### src/rtl/ifetch_ctrl_if.sv
// ifetch_ctrl_if: bundles the instruction-memory read handshake and the
// downstream instruction valid/ready handshake of the fetch controller.
//   master : the fetch controller side (drives req/addr, valid/inst/pc)
//   slave  : memory + decode side (drives ack/rdata, ready)
interface ifetch_ctrl_if;
  localparam int unsigned XLEN = 32;

  // instruction memory read port
  logic            imem_req;
  logic [XLEN-1:0] imem_addr;
  logic            imem_ack;
  logic [XLEN-1:0] imem_rdata;

  // downstream instruction port
  logic            inst_valid;
  logic            inst_ready;
  logic [XLEN-1:0] inst_out;
  logic [XLEN-1:0] inst_pc;

  modport master (
    output imem_req,
    output imem_addr,
    input  imem_ack,
    input  imem_rdata,
    output inst_valid,
    input  inst_ready,
    output inst_out,
    output inst_pc
  );

  modport slave (
    input  imem_req,
    input  imem_addr,
    output imem_ack,
    output imem_rdata,
    input  inst_valid,
    output inst_ready,
    input  inst_out,
    input  inst_pc
  );
endinterface

### src/rtl/ifetch_ctrl.sv
// ifetch_ctrl: instruction-fetch controller sitting between the PC register,
// instruction memory and decode. Per instruction it samples the PC, fetches
// one word over req/ack, offers it downstream over valid/ready, then loads
// the next PC (sequential or redirected) back into the PC register.
//
// Ports:
//   clk, rst          clock, synchronous active-high reset
//   pc_in             current PC from the PC register output
//   pc_ena, pc_next   load enable / load value to the PC register
//   br_valid/target   redirect request and its target PC
//   stall             holds off the start of a new fetch
//   fault             sticky error (misaligned PC or memory timeout)
//   bus               memory and downstream handshakes (master side)
module ifetch_ctrl #(
  parameter logic [31:0] STEP    = 32'd4,
  parameter int unsigned TIMEOUT = 16
) (
  input  logic                clk,
  input  logic                rst,
  input  logic [31:0]         pc_in,
  output logic                pc_ena,
  output logic [31:0]         pc_next,
  input  logic                br_valid,
  input  logic [31:0]         br_target,
  input  logic                stall,
  output logic                fault,
  ifetch_ctrl_if.master       bus
);

  localparam int unsigned XLEN = 32;
  localparam int unsigned TW   = $clog2(TIMEOUT + 1);
  // counter value during the last request cycle that may still be acked
  localparam logic [TW-1:0] TO_LAST = TW'(TIMEOUT - 1);

  typedef enum logic [2:0] {
    S_IDLE,
    S_FETCH,
    S_HOLD,
    S_UPDATE,
    S_FAULT
  } state_e;

  state_e          state_q;
  logic [XLEN-1:0] addr_q;
  logic [XLEN-1:0] inst_q;
  logic [XLEN-1:0] ipc_q;
  logic [XLEN-1:0] pc_next_q;
  logic [XLEN-1:0] br_tgt_q;
  logic            br_pend_q;
  logic [TW-1:0]   to_cnt_q;

  logic            br_take;
  logic [XLEN-1:0] pc_next_d;

  // Redirects are only observed while an instruction is in flight.
  assign br_take = br_valid &&
                   ((state_q == S_IDLE) || (state_q == S_FETCH) || (state_q == S_HOLD));

  // A same-cycle redirect beats an older pending one; otherwise step on.
  assign pc_next_d = br_valid  ? br_target :
                     br_pend_q ? br_tgt_q  :
                                 ipc_q + STEP;

  // Fetch sequencer and all data registers.
  always_ff @(posedge clk) begin
    if (rst) begin
      state_q   <= S_IDLE;
      addr_q    <= '0;
      inst_q    <= '0;
      ipc_q     <= '0;
      pc_next_q <= '0;
      br_tgt_q  <= '0;
      br_pend_q <= 1'b0;
      to_cnt_q  <= '0;
    end else begin
      if (br_take) begin
        br_pend_q <= 1'b1;
        br_tgt_q  <= br_target;
      end

      case (state_q)
        S_IDLE: begin
          if (!stall) begin
            if (pc_in[1:0] != 2'b00) begin
              state_q <= S_FAULT;
            end else begin
              addr_q   <= pc_in;
              to_cnt_q <= '0;
              state_q  <= S_FETCH;
            end
          end
        end

        S_FETCH: begin
          if (bus.imem_ack) begin
            inst_q  <= bus.imem_rdata;
            ipc_q   <= addr_q;
            state_q <= S_HOLD;
          end else if (to_cnt_q == TO_LAST) begin
            state_q <= S_FAULT;
          end else begin
            to_cnt_q <= to_cnt_q + TW'(1);
          end
        end

        S_HOLD: begin
          if (bus.inst_ready) begin
            pc_next_q <= pc_next_d;
            // consuming the redirect overrides any set from this cycle
            br_pend_q <= 1'b0;
            state_q   <= S_UPDATE;
          end
        end

        S_UPDATE: state_q <= S_IDLE;

        S_FAULT:  state_q <= S_FAULT;

        default:  state_q <= S_FAULT;
      endcase
    end
  end

  // Control strobes decode straight from the state register.
  assign bus.imem_req   = (state_q == S_FETCH);
  assign bus.inst_valid = (state_q == S_HOLD);
  assign pc_ena         = (state_q == S_UPDATE);
  assign fault          = (state_q == S_FAULT);

  assign bus.imem_addr  = addr_q;
  assign bus.inst_out   = inst_q;
  assign bus.inst_pc    = ipc_q;
  assign pc_next        = pc_next_q;

endmodule

### src/flat_wrapper.sv
// flat-port wrapper written by rule: the top's interface ports become plain ports
module ifetch_ctrl_flat 
#(
  parameter logic [31:0] STEP    = 32'd4,
  parameter int unsigned TIMEOUT = 16
)
  (clk, rst, pc_in, pc_ena, pc_next, br_valid, br_target, stall, fault, bus_imem_req, bus_imem_addr, bus_imem_ack, bus_imem_rdata, bus_inst_valid, bus_inst_ready, bus_inst_out, bus_inst_pc);
  ifetch_ctrl_if bus_i ();
  input  logic clk;
  input  logic rst;
  input  logic [31:0] pc_in;
  output logic pc_ena;
  output logic [31:0] pc_next;
  input  logic br_valid;
  input  logic [31:0] br_target;
  input  logic stall;
  output logic fault;
  output wire logic [$bits(bus_i.imem_req)-1:0] bus_imem_req;
  output wire logic [$bits(bus_i.imem_addr)-1:0] bus_imem_addr;
  input wire logic [$bits(bus_i.imem_ack)-1:0] bus_imem_ack;
  input wire logic [$bits(bus_i.imem_rdata)-1:0] bus_imem_rdata;
  output wire logic [$bits(bus_i.inst_valid)-1:0] bus_inst_valid;
  input wire logic [$bits(bus_i.inst_ready)-1:0] bus_inst_ready;
  output wire logic [$bits(bus_i.inst_out)-1:0] bus_inst_out;
  output wire logic [$bits(bus_i.inst_pc)-1:0] bus_inst_pc;
  assign bus_imem_req = bus_i.imem_req;
  assign bus_imem_addr = bus_i.imem_addr;
  assign bus_i.imem_ack = bus_imem_ack;
  assign bus_i.imem_rdata = bus_imem_rdata;
  assign bus_inst_valid = bus_i.inst_valid;
  assign bus_i.inst_ready = bus_inst_ready;
  assign bus_inst_out = bus_i.inst_out;
  assign bus_inst_pc = bus_i.inst_pc;
  ifetch_ctrl #(.STEP(STEP), .TIMEOUT(TIMEOUT)) u_core (.clk(clk), .rst(rst), .pc_in(pc_in), .pc_ena(pc_ena), .pc_next(pc_next), .br_valid(br_valid), .br_target(br_target), .stall(stall), .fault(fault), .bus(bus_i));
endmodule
### config.mk
export PLATFORM = sky130hd
export DESIGN_NAME = ifetch_ctrl_flat
export DESIGN_NICKNAME = d
export VERILOG_FILES = /design/src/rtl/ifetch_ctrl_if.sv /design/src/rtl/ifetch_ctrl.sv /design/src/flat_wrapper.sv
export SDC_FILE = /design/constraint.sdc
export NUM_CORES = 1
export LEC_CHECK = 0
export BUFFER_PORTS_ARGS = -buffer_cell sky130_fd_sc_hd__buf_4
export CAP_MARGIN = 20
export CORE_UTILIZATION = 46
export CTS_CLUSTER_SIZE = 12
export DETAILED_ROUTE_END_ITERATION = 8
export GPL_TIMING_DRIVEN = 1
export HOLD_SLACK_MARGIN = 0.06
export PLACE_DENSITY = 0.79
export SYNTH_ARGS = -nofsm -noshare
export SYNTH_HDL_FRONTEND = slang
export SYNTH_SLANG_ARGS = --single-unit
### constraint.sdc
create_clock -name clk -period 1.7 [get_ports clk]
set_input_delay 0.255 -clock clk [delete_from_list [all_inputs] [get_ports clk]]
set_output_delay 0.255 -clock clk [all_outputs]
set_load 0.05 [all_outputs]
==> metrics.md <==
| Metric | Value |
|---|---|
| Hold endpoint | u_core.bus.imem_addr[28] |
| Die area | about 16000 µm² |
| Req. time, crit path | approximately 2 ns |
| Buffers and inverters on the worst path | 0 |
| Main synth FF type | dfxtp_1 |
| Dominant cells by area after synthesis | dfxtp_1 (47%), nand2_1 (16%), a21oi_1 (11%) |
| Syn avg cell area | between 7 and 8 µm² |
| Die height | roughly 130 µm |
| First-pass GRT wire length | ~36000 µm |
| Design area | approximately 10000 µm² |
| Critical path endpoint category | register |
| WL per Instance | 16.00 µm |
| Rel. slew slack | 0.6631 |
| CP max FO | 7 |
| Final GP Congestion | roughly 0.95 |
| Worst Hold Launch | pc_in[28] |
| Die X | 127.3 µm |
| Total track usage | 0.2775 |
| Fill cells | approximately 1200 |
| Register area share after synthesis | 0.4686 |
| RSZ-0062 raised after global routing | true |
| Io pins | about 230 |
| Hold depth | 3 |
| CTS sink cnt | ~170 |
| Global route total overflow | 0 |
| Top post-synthesis cells by count | nand2_1 (314), dfxtp_1 (169), a21oi_1 (162) |
| Final Max Tran Viols | 0 |
| Cell taking the most area after synthesis | dfxtp_1 |
| Starting density of the core | 0.4731 |
| Part of the cycle the worst path needs | 0.9805 |
| Vias in the first global route | approximately 7000 |
| Core area | about 15000 µm² |
| Crit start category | register |
| Worst-path clk slew | roughly 0.06 ns |
| Iter 0 DRT Violations | between 500 and 600 |
| Reg2reg end | u_core.pc_next[15] |
| Internal reg-to-reg setup slack | roughly 0.033 ns |
| Yosys cell types | 45 |
| Largest delay share family, worst path | simple AND/OR/NAND/NOR gates |
| Overall routed net length | 22700 µm |
| Fin crit period | about 1.7 ns |
| Max Buffers Root-to-Sink | 2 |
| Worst path max stage delay | 0.46 ns |
| CP max stage cell | nor4_1 |
| Placed Instance Area | around 9500 µm² |
| Status | completed |
| Clock latency on the worst-skew pair | about 0.43 ns |
| Residual DRC | 0 |
| Synthesized area | between 7000 and 8000 µm² |
| Row Count | 45 |
| Tightest Pin Transition | about 0.5 ns |
| Post-Syn Instances | 960 |
| Yosys reg bits | about 170 |
| Hold WS | approximately 0.07 ns |
| Vias per cell | 5.343 |
| Worst Slack Setup Final | about 0.033 ns |
| Max Freq | roughly 0.6 GHz |
| CTS root buffer | clkbuf_16 |
| Register area | about 3500 µm² |
| Synth warn | 0 |
| Post-synth ARST share | 0 |
| Yosys top cell area share | 0.4686 |
| Top Metal Used | met4 |
| CTS HTree Levels | 4 |
| CTS Buf Count | 17 |
| R2R Path Start | u_core.bus.inst_pc[6] |
| Post-synthesis net count | 1065 |
| Reg2Reg Depth | 5 |
| DRT Pass-1 Iters | 5 |
| Post-synth EDFFs | 0 |
| Met2 routed WL | between 10000 and 15000 µm |
| Vias | 7582 |
| Hold crit path type | in2reg |
| Layout cells sized above 1 | 0.3195 |
| Worst vdd ir | 597.6 µV |
| Setup Skew | around 0.0088 ns |
| Setup TNS Final | 0 ns |
| Max Cap Viol | 0 |
| Area Growth Syn to Fin | 43.35% |
| Largest net degree at the start of global routing | 101 |
| Antenna diodes | 0 |
| DP Wirelength | between 15000 and 20000 µm |
| Buffers added on ports | between 200 and 250 |
| Met1 Wirelength | between 9000 and 10000 µm |
| Worst EP arrival | about 2 ns |
| Final ANT Viol Nets | 0 |
| Most instantiated library cell after synthesis | nand2_1 |
| Leak pwr | approximately 4.1 nW |
| Dpl ws | -0.03118 ns |
| Crit Path Category | reg2reg |
| # setup viols final | 0 |
| CP Cell Sequence | nand4_4 > nor4_1 > xor2_1 > a21oi_1 > nor3_1 |
| Multi-input gate area | 3654 µm² |
| Hold Fails Final Rpt | 0 |
| Net count, final | between 1000 and 1500 |
| Pwr/cell area | between 900 and 1000 nW/µm² |
| Initial antenna violation count | 0 |
| CTS tree | yes |
| Post-layout util | 0.6782 |
| Met3 Routed Length | approximately 1700 µm |
## logic make-up (layout without fill, tap and decap cells)
group	Yosys count	in the layout	synth area share
fa+ha+maj	3	3	0.005200
mux	4	4	0.005546
compound gates	235	235	0.1834
xor+xnor	29	29	0.03518
buf+inv	88	336	0.04818
flops	169	169	0.4686
simple gates	432	432	0.2539
## repair_timing
| item | in CTS | in global routing |
|---|---|---|
| endpoints found under the setup margin | 5 | 33 |
| pin swaps | 4 | 13 |
| gates resized for setup | 5 | 39 |
| hold buffers | 4 | 0 |
| endpoints found under the hold margin | 4 | 0 |
| setup buffers | 1 | 2 |
## through the flow
step | std cells | total power, mW
detailed placement | 1380 | 5.625
global placement | 1380 | 5.606
CTS | 1417 | 9.533
global route | 1419 | 9.844
finish | 1419 | 9.516
floorplan | 960 | 5.047
## final cells by class
type                    instances  share of cell area
clock buffers                  19             0.04389
inverters                      15            0.005441
flip-flops and latches        169              0.3343
repair buffers                289              0.2243
multi-input cells             703              0.3530
clock inverters                13             0.01354
well taps                     211             0.02551
## power by group
group          leakage [nW]  total [mW]  switching [mW]  internal (mW)
sequential             1.39        4.19           0.107           4.08
clock                 0.294        3.92            1.66           2.27
combinational          2.43        1.40           0.863          0.540
## how the worst max path moves through the flow
stage                      startpoint                  to  slack, ns  cells after the start
2_1_floorplan  u_core.bus.inst_pc[23]  u_core.pc_next[30]     0.0003                      5
3_3_place_gp       u_core.to_cnt_q[0]  u_core.to_cnt_q[3]       0.02                      8
3_5_place_dp       u_core.to_cnt_q[0]  u_core.to_cnt_q[3]      -0.03                      8
4_1_cts            u_core.to_cnt_q[0]  u_core.to_cnt_q[3]     0.0003                      8
5_1_grt        u_core.bus.inst_pc[20]  u_core.pc_next[31]      -0.09                      6
6_report        u_core.bus.inst_pc[6]  u_core.pc_next[15]       0.03                      5
## state kept, by name, indices dropped and copies added, names as in the netlist
| register | flops |
|---|---|
| u_core.state_q | 3 |
| u_core.to_cnt_q | 5 |
| u_core.br_pend_q | 1 |
| u_core.bus.inst_pc | 32 |
| u_core.pc_next | 32 |
| u_core.br_tgt_q | 32 |
| u_core.bus.imem_addr | 32 |
| u_core.bus.inst_out | 32 |
## layout by cell type, fill, tap and decap left out, types with 15 or more instances in the layout
cell type and instances:
a21oi_1 161, buf_4 273, clkbuf_16 18, dfxtp_1 136, dfxtp_2 19, nand2_1 312
nor2_1 36, o21ai_0 26, xnor2_1 15
## per-layer routing
| metal | GRT usage | vias up |
|---|---|---|
| li1 | - | 3716 |
| met1 | 0.3644 | 3493 |
| met2 | 0.4423 | 327 |
| met3 | 0.06281 | 46 |
| met4 | 0.1106 | 0 |
| met5 | 0 | - |
## worst register-to-register path, stage by stage (launching register included)
cell     delay, ns
dfxtp_4       0.40
nand4_4       0.20
nor4_1        0.46
xor2_1        0.27
a21oi_1       0.11
nor3_1        0.16
(Power assumes the default switching activity.)
